File: src/rtl/kbd_pkg.sv
// Shared types and constants for the PS/2 keyboard controller:
// receiver state encoding, register offsets and STATUS bit positions.
package kbd_pkg;

  typedef enum logic [1:0] {
    ST_IDLE,
    ST_DATA,
    ST_PARITY,
    ST_STOP
  } rx_state_e;

  localparam logic [11:0] KBD_REGION = 12'h003;
  localparam logic [3:0]  OFF_DATA   = 4'h0;
  localparam logic [3:0]  OFF_STATUS = 4'h4;

  localparam int STAT_READY     = 0;
  localparam int STAT_FRAME_ERR = 1;
  localparam int STAT_OVERFLOW  = 2;

endpackage

File: src/rtl/kbd_ctrl_ps2_rx.sv
// PS/2 frame receiver: input synchronizers, frame FSM, parity/stop check.
// Optional no-edge timeout is built only when KBD_TIMEOUT_EN is defined.
//
// state     | meaning
// ----------+-----------------------------------------------
// ST_IDLE   | waiting for a falling edge with data=0 (start)
// ST_DATA   | shifting 8 data bits, LSB first
// ST_PARITY | capturing the parity bit
// ST_STOP   | checking stop bit and parity, emitting result
module ps2_rx #(
  parameter int TIMEOUT_CYC = 50000
) (
  input  logic       clock,
  input  logic       reset,
  input  logic       ps2_clk,
  input  logic       ps2_data,
  output logic [7:0] rx_byte,
  output logic       rx_valid,
  output logic       rx_err
);
  import kbd_pkg::*;

  logic      clk_s1, clk_s2, clk_s3;
  logic      data_s1, data_s2;
  logic      fall;
  logic      tmo_hit;
  rx_state_e state, state_nxt;
  logic [2:0] bit_cnt, bit_cnt_nxt;
  logic [7:0] shift_reg, shift_nxt;
  logic      par_bit, par_nxt;
  logic      valid_nxt, err_nxt;

  // clk_s3 only remembers the previous synchronized level for edge detect
  always_ff @(posedge clock or negedge reset) begin
    if (!reset) begin
      clk_s1  <= 1'b1;
      clk_s2  <= 1'b1;
      clk_s3  <= 1'b1;
      data_s1 <= 1'b1;
      data_s2 <= 1'b1;
    end else begin
      clk_s1  <= ps2_clk;
      clk_s2  <= clk_s1;
      clk_s3  <= clk_s2;
      data_s1 <= ps2_data;
      data_s2 <= data_s1;
    end
  end

  assign fall = clk_s3 & ~clk_s2;

`ifdef KBD_TIMEOUT_EN
  localparam int TW = $clog2(TIMEOUT_CYC + 1);
  logic [TW-1:0] tmo_cnt;

  always_ff @(posedge clock or negedge reset) begin
    if (!reset)                tmo_cnt <= '0;
    else if (fall)             tmo_cnt <= TW'(TIMEOUT_CYC);
    else if (tmo_cnt != '0)    tmo_cnt <= tmo_cnt - 1'b1;
  end

  assign tmo_hit = (tmo_cnt == '0) && (state != ST_IDLE) && !fall;
`else
  assign tmo_hit = 1'b0;
`endif

  always_ff @(posedge clock or negedge reset) begin
    if (!reset) begin
      state     <= ST_IDLE;
      bit_cnt   <= '0;
      shift_reg <= '0;
      par_bit   <= 1'b0;
      rx_valid  <= 1'b0;
      rx_err    <= 1'b0;
    end else begin
      state     <= state_nxt;
      bit_cnt   <= bit_cnt_nxt;
      shift_reg <= shift_nxt;
      par_bit   <= par_nxt;
      rx_valid  <= valid_nxt;
      rx_err    <= err_nxt;
    end
  end

  always_comb begin
    state_nxt   = state;
    bit_cnt_nxt = bit_cnt;
    shift_nxt   = shift_reg;
    par_nxt     = par_bit;
    valid_nxt   = 1'b0;
    err_nxt     = 1'b0;
    if (tmo_hit) begin
      state_nxt = ST_IDLE;
      shift_nxt = '0;
      err_nxt   = 1'b1;
    end else if (fall) begin
      case (state)
        ST_IDLE: begin
          if (!data_s2) begin
            state_nxt   = ST_DATA;
            bit_cnt_nxt = '0;
          end
        end
        ST_DATA: begin
          shift_nxt   = {data_s2, shift_reg[7:1]};
          bit_cnt_nxt = bit_cnt + 1'b1;
          if (bit_cnt == 3'd7) state_nxt = ST_PARITY;
        end
        ST_PARITY: begin
          par_nxt   = data_s2;
          state_nxt = ST_STOP;
        end
        ST_STOP: begin
          state_nxt = ST_IDLE;
          if (data_s2 && (^{shift_reg, par_bit})) valid_nxt = 1'b1;
          else                                    err_nxt   = 1'b1;
        end
        default: state_nxt = ST_IDLE;
      endcase
    end
  end

  // shift_reg is stable from the STOP edge until the next frame's first data bit
  assign rx_byte = shift_reg;

endmodule

File: src/rtl/kbd_ctrl.sv
// PS/2 keyboard controller top: scancode FIFO and CPU read decode.
// Build with KBD_TIMEOUT_EN to abandon stalled partial frames.
module kbd_ctrl #(
  parameter int FIFO_DEPTH  = 8,
  parameter int TIMEOUT_CYC = 50000
) (
  input  logic        clock,
  input  logic        reset,
  input  logic        ps2_clk,
  input  logic        ps2_data,
  input  logic [31:0] rdaddr,
  input  logic        rdclk,
  output logic [31:0] dataout,
  output logic        kbd_ready
);
  import kbd_pkg::*;

  localparam int AW = $clog2(FIFO_DEPTH);

  logic [7:0]  rx_byte;
  logic        rx_valid, rx_err;
  logic [7:0]  mem [FIFO_DEPTH];
  logic [AW-1:0] wr_ptr, rd_ptr;
  logic [AW:0] count;
  logic        overflow, frame_err;
  logic        hit, rd_data, rd_stat, full, push, pop, ovf_set;
  logic        unused_addr;

  ps2_rx #(.TIMEOUT_CYC(TIMEOUT_CYC)) u_rx (
    .clock    (clock),
    .reset    (reset),
    .ps2_clk  (ps2_clk),
    .ps2_data (ps2_data),
    .rx_byte  (rx_byte),
    .rx_valid (rx_valid),
    .rx_err   (rx_err)
  );

  assign unused_addr = ^rdaddr[19:4];
  assign hit       = rdclk && (rdaddr[31:20] == KBD_REGION);
  assign rd_data   = hit && (rdaddr[3:0] == OFF_DATA);
  assign rd_stat   = hit && (rdaddr[3:0] == OFF_STATUS);
  assign kbd_ready = (count != '0);
  assign full      = (count == (AW+1)'(FIFO_DEPTH));
  assign pop       = rd_data && kbd_ready;
  // a pop in the same cycle frees the slot, so a full FIFO still accepts
  assign push      = rx_valid && (!full || pop);
  assign ovf_set   = rx_valid && full && !pop;

  always_ff @(posedge clock) begin
    if (push) mem[wr_ptr] <= rx_byte;
  end

  always_ff @(posedge clock or negedge reset) begin
    if (!reset) begin
      wr_ptr    <= '0;
      rd_ptr    <= '0;
      count     <= '0;
      overflow  <= 1'b0;
      frame_err <= 1'b0;
      dataout   <= '0;
    end else begin
      if (push) wr_ptr <= wr_ptr + 1'b1;
      if (pop)  rd_ptr <= rd_ptr + 1'b1;
      case ({push, pop})
        2'b10:   count <= count + 1'b1;
        2'b01:   count <= count - 1'b1;
        default: count <= count;
      endcase
      if (ovf_set)      overflow  <= 1'b1;
      else if (rd_stat) overflow  <= 1'b0;
      if (rx_err)       frame_err <= 1'b1;
      else if (rd_stat) frame_err <= 1'b0;
      if (rdclk) begin
        if (pop)          dataout <= {24'b0, mem[rd_ptr]};
        else if (rd_stat) dataout <= {29'b0, overflow, frame_err, kbd_ready};
        else              dataout <= '0;
      end
    end
  end

endmodule

File: config.mk
export PLATFORM = sky130hd
export DESIGN_NAME = kbd_ctrl
export DESIGN_NICKNAME = d
export VERILOG_FILES = /design/src/rtl/kbd_pkg.sv /design/src/rtl/kbd_ctrl_ps2_rx.sv /design/src/rtl/kbd_ctrl.sv
export SDC_FILE = /design/constraint.sdc
export NUM_CORES = 1
export LEC_CHECK = 0
export CORE_UTILIZATION = 45
export CTS_CLUSTER_DIAMETER = 50
export DETAILED_ROUTE_END_ITERATION = 16
export DONT_BUFFER_PORTS = 1
export GPL_TIMING_DRIVEN = 0
export SYNTH_ARGS = -nofsm -noshare
export SYNTH_HDL_FRONTEND = slang
export SYNTH_SLANG_ARGS = --single-unit
File: constraint.sdc
create_clock -name clock -period 3.2 [get_ports clock]
set_clock_uncertainty 0.05 [all_clocks]
set_input_delay 0.16 -clock clock [delete_from_list [all_inputs] [get_ports clock]]
set_output_delay 0.16 -clock clock [all_outputs]
set_load 0.02 [all_outputs]
* Word-level counts from Yosys, hierarchy flattened
Memories as Yosys holds them, arrays and structs flattened. Cells that the tools add are included.
Word-level totals: logic and storage cells 78, memories kept 1, output and inout port bits 33, RAM bits 64, bits in registers 65, input port bits 37
Memories:
- mem | depth 8, bits a word 8, rd ports 1, clocked after memory_dff 0, wr ports 1, line kbd_ctrl.sv:22 | logic [7:0] mem [FIFO_DEPTH];
Operators by class: bitwise logic cells 2, mux-type cells 19, $add $sub $neg 5, equal/unequal tests 11, reductions and logical operators 23
Operator list (number):
- equality test 12 x 2 -> 1 bit, second input constant | 1
- 2-to-1 mux 1 bit | 11
- adder 3 x 1 -> 3 bit, second input constant | 3
- parity 9 bit | 1
- logical AND 1 bit | 8
- 2-to-1 mux 8 bit | 1
- one-hot mux 2 bit (4 select lines) | 1
- one-hot mux 4 bit (2 select lines) | 1
- nonzero test 2 bit | 4
- equality test 2 bit, second input constant | 3
- 2-to-1 mux 3 bit | 2
- one-hot mux 3 bit (2 select lines) | 1
- AND reduction 3 bit | 2
- adder 4 x 1 -> 4 bit, second input constant | 1
- equality test 2 x 1 -> 1 bit, second input constant | 2
- equality test 4 x 3 -> 1 bit, second input constant | 1
- equality test 4 bit, second input constant | 1
- logical NOT 4 bit | 1
- 2-to-1 mux 2 bit | 2
- AND reduction 2 bit | 2
- nonzero test 4 bit | 1
- subtractor 4 x 1 -> 4 bit, second input constant | 1
- equality test 3 bit, second input constant | 1
- logical NOT 1 bit | 2
- 6 further kinds | 6

* Depth between registers and ports, before layout
Gate-level depths: netlist of the first run.
word-level depth 8, gate-level depth with buffers 12, mapped depth without buffers 11

* Modules after synthesis
From an unflattened synthesis of the first run, not the netlist that was laid out.
Unflattened totals: cells, all modules 287, area, all modules 4596.9 µm²
Modules (own cells, without submodules):
- kbd_ctrl | cells an instance 224, sequential area each 2422.3 µm², instances 1, area each 3678.5 µm²
- ps2_rx | cells an instance 63, sequential area each 531.8 µm², instances 1, area each 918.4 µm²

* Worst setup path before layout of the first run
No wires, ideal clock.
path type register -> register, from register count[1], to register count[2], path buffers 1, clock period less this slack 2.679 ns, stages on the path, launching flop included 11, data required time 3.071 ns, slack 0.521 ns, arrival 2.550 ns, setup time 0.079 ns, cells stage by stage dfrtp_1 > buf_2 > nor4_1 > inv_1 > nand3_4 > nor2_1 > xor2_1 > ha_1 > or4_1 > o211ai_1 > xor2_1
On the way: cells in the longest elaborated chain, start to end 6, elaborated cells on any way between the ends 12, those cells by class add/sub (2); eq/ne (3); mux (1); reduce/logical (6)
Ends and longest elaborated chain:
- from (decl) | line kbd_ctrl.sv:24 | logic [AW:0] count;
- from (signal assigned) | line kbd_ctrl.sv:66 | 2'b10: count <= count + 1'b1;
- from (signal assigned) | line kbd_ctrl.sv:67 | 2'b01: count <= count - 1'b1;
- from (signal assigned) | line kbd_ctrl.sv:68 | default: count <= count;
- nonzero test 4 bit (*) | line kbd_ctrl.sv:43 | assign kbd_ready = (count != '0);
- named net kbd_ready | line kbd_ctrl.sv:14 | output logic kbd_ready
- logical AND 1 bit (*) | line kbd_ctrl.sv:45 | assign pop = rd_data && kbd_ready;
- logical OR 1 bit | line kbd_ctrl.sv:47 | assign push = rx_valid && (!full || pop);
- logical AND 1 bit | line kbd_ctrl.sv:47
- equality test 2 x 1 -> 1 bit or equality test 2 bit (tied branches) | line kbd_ctrl.sv:65 | case ({push, pop})
- one-hot mux 4 bit (2 select lines) or nonzero test 2 bit (tied branches)
The timed path passes the listed nets; every way through them passes the cells marked *. A chain may end at the register's enable or synchronous reset.

* Worst setup path after layout of the first run
Same ends and word-level chain as after synthesis.

==> results by group, run 1 <==
Logic synthesis
  – Syn avg cell area: 15.8 sq um
  – Post-synth ARST share: 39.0%
  – Synth Instances: 295
  – Synth cell types: 54
  – Post-Syn Area: 0.00465 sq mm
  – Main synth FF type: edfxtp_1
  – Number of synthesized flops with an enable pin: 64
  – Synth warn: 0
  – Synthesized flop and latch total: 105
  – Sequential-to-total area share from yosys stat: 63.5%

Floorplanning
  – Die width: 104 microns
  – Initial Util: 47.0%
  – DIE AREA: 0.0108 sq mm
  – Die height: 104 microns
  – Num rows: 36
  – Core footprint: 0.00991 sq mm
  – I/O pins: 70

Clock tree
  – Total setup buffers inserted after CTS: 0
  – H-tree depth: 3
  – CTS clk-pin slew, worst paths: 0.09 ns
  – Sinks on Clock Net: 105
  – TritonCTS Buffers: 9
  – Root Driver: clkbuf_8
  – Clock Latency Late Sink: 0.36 ns
  – CTS tree: done
  – Clock buffer depth: 2

Hold path
  – Worst hold path startpoint: rdaddr[27]
  – HP Class: input port to register

Timing
  – Tcrit/Tclk final: 89.2%
  – Max transition margin: 16.8%
  – Final Hold Vio Count: 0
  – Post-route minimum period: 2.85 ns
  – Achievable Freq: 350 MHz
  – Unrepaired setup endpoints after global routing: false
  – Worst-Margin Slew: 1.24 ns
  – Final setup TNS: 0 ns
  – Fin. max-slew vios: 0
  – Final setup viols: 0

Pwr
  – Comb pwr share: 17.7%
  – PwrDens: 623 mW/mm^2
  – Int Pwr: 2.33 mW
  – Worst VDD drop: 0.000334 V
  – Clk pwr share: 24.2%
  – Sequential share of power: 58.1%
  – Switching power of the nets: 0.888 mW
  – Net Sw Frac: 27.6%
  – Pleak: 1.98 nW

Drt
  – Wirelength per Cell: 15.8 microns
  – DR vias: 2377
  – Final WL: 7440 microns
  – DR vias/cell: 5.04
  – Drt first pass iters: 4
  – Antenna-violating nets left: 0
  – Iteration-0 DRC count of the detailed router: 99
  – DRC violations left: 0

Worst setup path
  – Crit Path Category: register to register
  – Worst setup path start: count[1]
  – Crit path arrival time: 3.09 ns
  – Data required, critical path: 3.44 ns
  – Startpoint types: register
  – Reg2reg start: count[1]
  – Crit path capture type: register
  – CP max FO: 10

GRT
  – Largest net degree at the start of global routing: 42
  – Vias in the first global route: 2290
  – Initial antenna violation count: 0
  – Tot GR Track Use: 15.1%
  – First-pass GRT wire length: 12400 microns
  – Total grt overflow: 0

Layout
  – Layout cell share with drive strength beyond 1: 27.4%
  – Non-Filler Instances: 472
  – Diode count: 0
  – Final #Nets: 380
  – Area Growth Syn to Fin: 11.1%

Placement
  – Detailed-placement wirelength estimate: 5050 microns
  – Port bufs: 0
  – GPL Wtd Cong: 0.745
  – Placed cells: 451

Run
  – Max-cap check violation count: 0

Outcome
  – Outcome: completed
[state kept, by name (all words and copies together), names as in the netlist, 2 cells and up]
name,cells
wr_ptr,3
u_rx.state,2
u_rx.rx_byte,8
dataout,8
mem,64
count,4
u_rx.bit_cnt,3
rd_ptr,3
[metrics by stage]
| stage | hold WS (ns) | utilization (%) | worst slack, ns | total power, mW | cell area [sq um] |
|---|---|---|---|---|---|
| 2_1_floorplan | -0.186 | - | 0.521 | 2.31 | 4740 |
| 3_5_place_dp | -0.184 | 49.5 | 0.175 | 2.46 | 4910 |
| 3_3_place_gp | -0.184 | 49.5 | 0.200 | 2.43 | 4910 |
| 6_report | 0.0603 | 52.2 | 0.347 | 3.22 | 5170 |
| 5_1_grt | 0.0495 | 52.2 | 0.168 | 3.40 | 5170 |
| 4_1_cts | 0.0343 | 52.1 | 0.147 | 3.27 | 5170 |
[power groups by stage]
stage	Clock (mW)	Sequential [mW]	Combinational, mW
after global placement	0	1.89	0.548
after detailed placement	0	1.90	0.564
after CTS	0.811	1.87	0.586
after floorplan	0	1.83	0.485
after global routing	0.861	1.91	0.635
final	0.779	1.87	0.571
[Yosys cell counts (all sizes together) (4+ instances only)]
cell,number,area share (%)
edfxtp,64,41
dfrtp,36,19
buf,33,4.9
mux4,16,7.7
nand2,14,1.2
inv,12,0.97
mux2,12,3.0
nor2,12,1.0
xnor2,11,2.1
ha,9,2.4
mux2i,8,1.7
o21ai,7,0.75
nand3,6,0.91
dfstp,5,2.8
o22ai,5,0.67
a21oi,4,0.51
nor2b,4,0.54
nor3,4,0.54
nor4,4,1.2
xor2,4,0.75
[repair_timing]
action                                  CTS  global route
hold endpoints to repair                 47             0
hold buffers                              5             0
endpoints found under the setup margin    0             1
resized for setup                         0             1
[worst max-delay path: stages (launching register included)]
cell and delay [ns]:
dfrtp_1 0.36, buf_2 0.17, nor4_2 0.46, inv_1 0.28, nand3_4 0.22, nor2_1 0.07
xor2_1 0.14, ha_1 0.21, or4_1 0.46, o211ai_1 0.20, xor2_1 0.16
[cell type report]
cell class / instances / area (sq um)
clock inverters: 4 / 25.0
flip-flops and latches: 105 / 2950
well taps: 133 / 166
repair buffers: 5 / 67.6
fillers: 847 / 4740
clock buffers: 12 / 166
inverters: 12 / 45.0
plain buffers: 34 / 231
multi-input cells: 167 / 1520
[routing by layer]
metal / vias up / track usage [%] / part of all wire (%)
li1: 1117 / - / -
met1: 1171 / 20.3 / 46
met2: 79 / 23.2 / 47
met3: 10 / 4.85 / 6.2
met4: 0 / 4.90 / 1.2
met5: - / 0 / 0
[cell usage in the layout (no fill, tap or decap), types with 3 or more instances in the layout]
| cell | instances |
|---|---|
| a21oi_1 | 3 |
| buf_1 | 3 |
| buf_2 | 4 |
| buf_4 | 26 |
| clkbuf_8 | 10 |
| conb_1 | 24 |
| dfrtp_1 | 36 |
| dfstp_2 | 5 |
| dlygate4sd3_1 | 4 |
| edfxtp_1 | 64 |
| ha_1 | 9 |
| inv_1 | 12 |
| mux2_2 | 10 |
| mux2i_1 | 8 |
| mux4_2 | 16 |
| nand2_1 | 13 |
| nand3_1 | 5 |
| nor2_1 | 11 |
| nor2b_1 | 4 |
| nor3_1 | 3 |
| o21ai_0 | 7 |
| o22ai_1 | 5 |
| xnor2_1 | 11 |
| xor2_1 | 4 |
[path summary, 6_finish.rpt]
kind	cells past startpoint	slack [ns]	endpoint
max	10	0.35	count[2]
min	3	0.06	dataout[0]
max reg2reg	10	0.35	count[2]
min reg2reg	0	0.31	u_rx.data_s2
max in group asynchronous	2	2.59	u_rx.clk_s3
min in group asynchronous	2	0.26	u_rx.rx_byte[7]
[cells by family (layout without fill, tap and decap cells)]
group,Yosys count,after routing,synth area share [%]
DFF,105,105,63.5
and+or+nand+nor,54,54,7.69
buffers and inverters,46,67,5.94
muxes,36,36,12.4
AOI/OAI and AO/OA,28,28,4.65
xor gates and xnor gates,16,16,3.31
adders and majority gates,9,9,2.42
other,1,24,0.0806
(Power assumes the default switching activity.)
==> inputs of run 2 (changes only) <==
CORE_UTILIZATION = 60   (was 45)
PLACE_DENSITY = 0.76   (was default)
TNS_END_PERCENT = 5   (was default)
==> run 2 against run 1 <==
  * Critical endpoint unchanged
  * Count of clock-buffer cells in the layout is 2 lower
  * Hold slack worse by 0.045 ns
  * Via count grew 0.55%
  * Setup slack improved by 0.030 ns
  * Sequential power about the same
  * Final area decreased by 1.5%
  * Largest power group unchanged
  * First-iteration DRC count fell by 9.1%
  * Maximum frequency grew 1.1%
  * Routed wire length is 4.4% lower
==> results by group, run 2 (same netlist as run 1, synthesis figures left out) <==
Outcome
  – Outcome: completed

Worst setup path
  – Buf/Inv on CP: 2 (unchanged)
  – Data required, critical path: 3.43 ns (about the same)
  – Max stage delay on crit path: 0.46 ns (about the same)
  – Worst setup path end: count[2]
  – Worst path most repeated cell: xor2_1
  – Cells along the critical path: buf_2, nor4_2, inv_1, nand3_4, nor2_1, xor2_1, ha_1, or4_1, o211ai_1, xor2_1
  – CP max FO: 10 (unchanged)
  – Worst path top cell family by delay: simple AND/OR/NAND/NOR gates
  – Reg2reg start: count[1]
  – Crit Path Category: register to register
  – CP max stage cell: or4_1
  – Worst setup path start: count[1]
  – Startpoint types: register
  – Crit path capture type: register
  – Worst reg2reg path depth: 10 (unchanged)
  – Critical path depth in cells: 10 (unchanged)
  – Reg2Reg Capture Point: count[2]
  – FF-to-FF setup slack: 0.38 ns (+0.03 ns)
  – Crit path arrival time: 3.06 ns (-0.03 ns)

Timing
  – Unrepaired setup endpoints after global routing: false
  – Final setup viols: 0 (unchanged)
  – Worst-Margin Slew: 1.19 ns (-0.0522 ns)
  – Tcrit/Tclk final: 88.2% (-0.94 points)
  – Final Hold Vio Count: 0 (unchanged)
  – Achievable Freq: 354 MHz (+1.1%)
  – Fin. max-slew vios: 0 (unchanged)
  – Post-route minimum period: 2.82 ns (-0.0302 ns)
  – Final setup TNS: 0 ns (unchanged)
  – Hold slack: 0.0151 ns (-0.0451 ns)
  – Max transition margin: 20.3% (+3.5 points)
  – Worst Slack Setup Final: 0.377 ns (+0.0302 ns)

Placement
  – Detailed-placement wirelength estimate: 5010 microns (-0.78%)
  – GPL Wtd Cong: 0.787 (+5.6%)
  – Placed cells: 417 (-7.5%)
  – Port bufs: 0 (unchanged)
  – Place WS: 0.221 ns (+0.0462 ns)
  – Cell Area, Placed: 0.00486 sq mm (-0.87%)

GRT
  – First-pass GRT wire length: 11600 microns (-6.9%)
  – Total grt overflow: 0 (unchanged)
  – Vias in the first global route: 2339 (+2.1%)
  – Initial antenna violation count: 0 (unchanged)
  – Largest net degree at the start of global routing: 42 (unchanged)
  – Tot GR Track Use: 19.2% (+4.1 points)

Floorplanning
  – I/O pins: 70 (unchanged)
  – DIE AREA: 0.00811 sq mm (-25%)
  – Num rows: 31 (-14%)
  – Die height: 90.1 microns (-13%)
  – Initial Util: 63.2% (+16 points)
  – Die width: 90.1 microns (-13%)
  – Core footprint: 0.00737 sq mm (-26%)

Clock tree
  – Sinks on Clock Net: 105 (unchanged)
  – H-tree depth: 3 (unchanged)
  – CTS tree: done
  – Root Driver: clkbuf_8
  – TritonCTS Buffers: 9 (unchanged)
  – CTS clk-pin slew, worst paths: 0.09 ns (about the same)
  – Clock buffer depth: 2 (unchanged)
  – Clock Latency Late Sink: 0.35 ns (about the same)

Pwr
  – Net Sw Frac: 28.0% (+0.45 points)
  – Worst VDD drop: 0.000420 V (+26%)
  – Int Pwr: 2.27 mW (-2.8%)
  – Pleak: 1.97 nW (-0.64%)
  – Total power: 3.15 mW (-2.2%)
  – Sequential share of power: 59.3% (+1.2 points)
  – Comb pwr share: 18.1% (+0.4 points)
  – Switching power of the nets: 0.882 mW (-0.62%)
  – PwrDens: 618 mW/mm^2 (-0.74%)
  – Clk pwr share: 22.7% (-1.5 points)

Layout
  – Most common cell after layout, fill and taps aside: edfxtp_1
  – Max FFs per register: 64 (unchanged)
  – Finished Core Util: 69.1% (+17 points)
  – Area Growth Syn to Fin: 9.46%
  – Final #Nets: 380 (unchanged)
  – Register name with the most flops: mem
  – Non-Filler Instances: 437 (-7.4%)
  – Design area: 0.00509 sq mm (-1.5%)
  – Diode count: 0 (unchanged)
  – Most frequent cells in the layout: 64 x edfxtp_1, 36 x dfrtp_1, 26 x buf_4
  – Layout cell share with drive strength beyond 1: 27.8% (+0.38 points)

Drt
  – DR vias/cell: 5.47 (+8.6%)
  – Iteration-0 DRC count of the detailed router: 90 (-9.1%)
  – DR vias: 2390 (+0.55%)
  – Final WL: 7110 microns (-4.4%)
  – DRC violations left: 0 (unchanged)
  – Antenna-violating nets left: 0 (unchanged)
  – Wirelength per Cell: 16.3 microns (+3.3%)
  – Drt first pass iters: 4 (unchanged)

Run
  – Max-cap check violation count: 0 (unchanged)

Hold path
  – HP Class: input port to register
-- run 2: worst min-delay path by stage --
stage,start,to,slack (ns),depth (start not counted)
after global routing,rdclk,dataout[0],0.006,2
after CTS,rdclk,dataout[0],0.01,2
after detailed placement,reset,u_rx.state[1],-0.18,0
after global placement,reset,u_rx.state[1],-0.18,0
after floorplan,reset,count[0],-0.19,0
final,rdclk,dataout[0],0.02,2
-- run 2: power by group through the flow --
stage / registers (mW) / logic, mW / clock network, mW
after floorplan: 1.83 / 0.485 / 0
after global placement: 1.88 / 0.543 / 0
after detailed placement: 1.90 / 0.557 / 0
after CTS: 1.87 / 0.574 / 0.729
after global routing: 1.90 / 0.627 / 0.787
final: 1.87 / 0.569 / 0.714
-- run 2: routing by layer --
| metal | up-vias | global-route usage, % | part of all wire (%) |
|---|---|---|---|
| met1 | 1165 | 25.2 | 45 |
| met2 | 83 | 30.5 | 48 |
| met4 | 0 | 8.47 | 2.1 |
| li1 | 1128 | - | - |
| met3 | 14 | 4.99 | 5.1 |
| met5 | - | 0 | 0 |
-- run 2: cell type report --
cell class / instances / area, sq um
Clock buffer: 10 / 128
Buffer: 34 / 231
Multi-Input combinational cell: 167 / 1520
Fill cell: 518 / 2270
Timing Repair Buffer: 5 / 55.1
Sequential cell: 105 / 2950
Inverter: 12 / 45.0
Tap cell: 99 / 124
Clock inverter: 5 / 41.3
-- run 2: what timing repair did --
item | in CTS | in global routing
endpoints found under the setup margin | 0 | 1
resized for setup | 0 | 1
buffers inserted | 0 | 0
hold endpoints to repair | 43 | 0
hold buffers | 4 | 0
-- run 2: worst reg2reg max path, delay by kind of cell, from the launching register on --
kind | cells | cell delay [ns]
xor+xnor | 2 | 0.30
flops | 1 | 0.36
buf+inv | 2 | 0.44
compound gates | 1 | 0.20
fa+ha+maj | 1 | 0.21
simple gates | 4 | 1.20
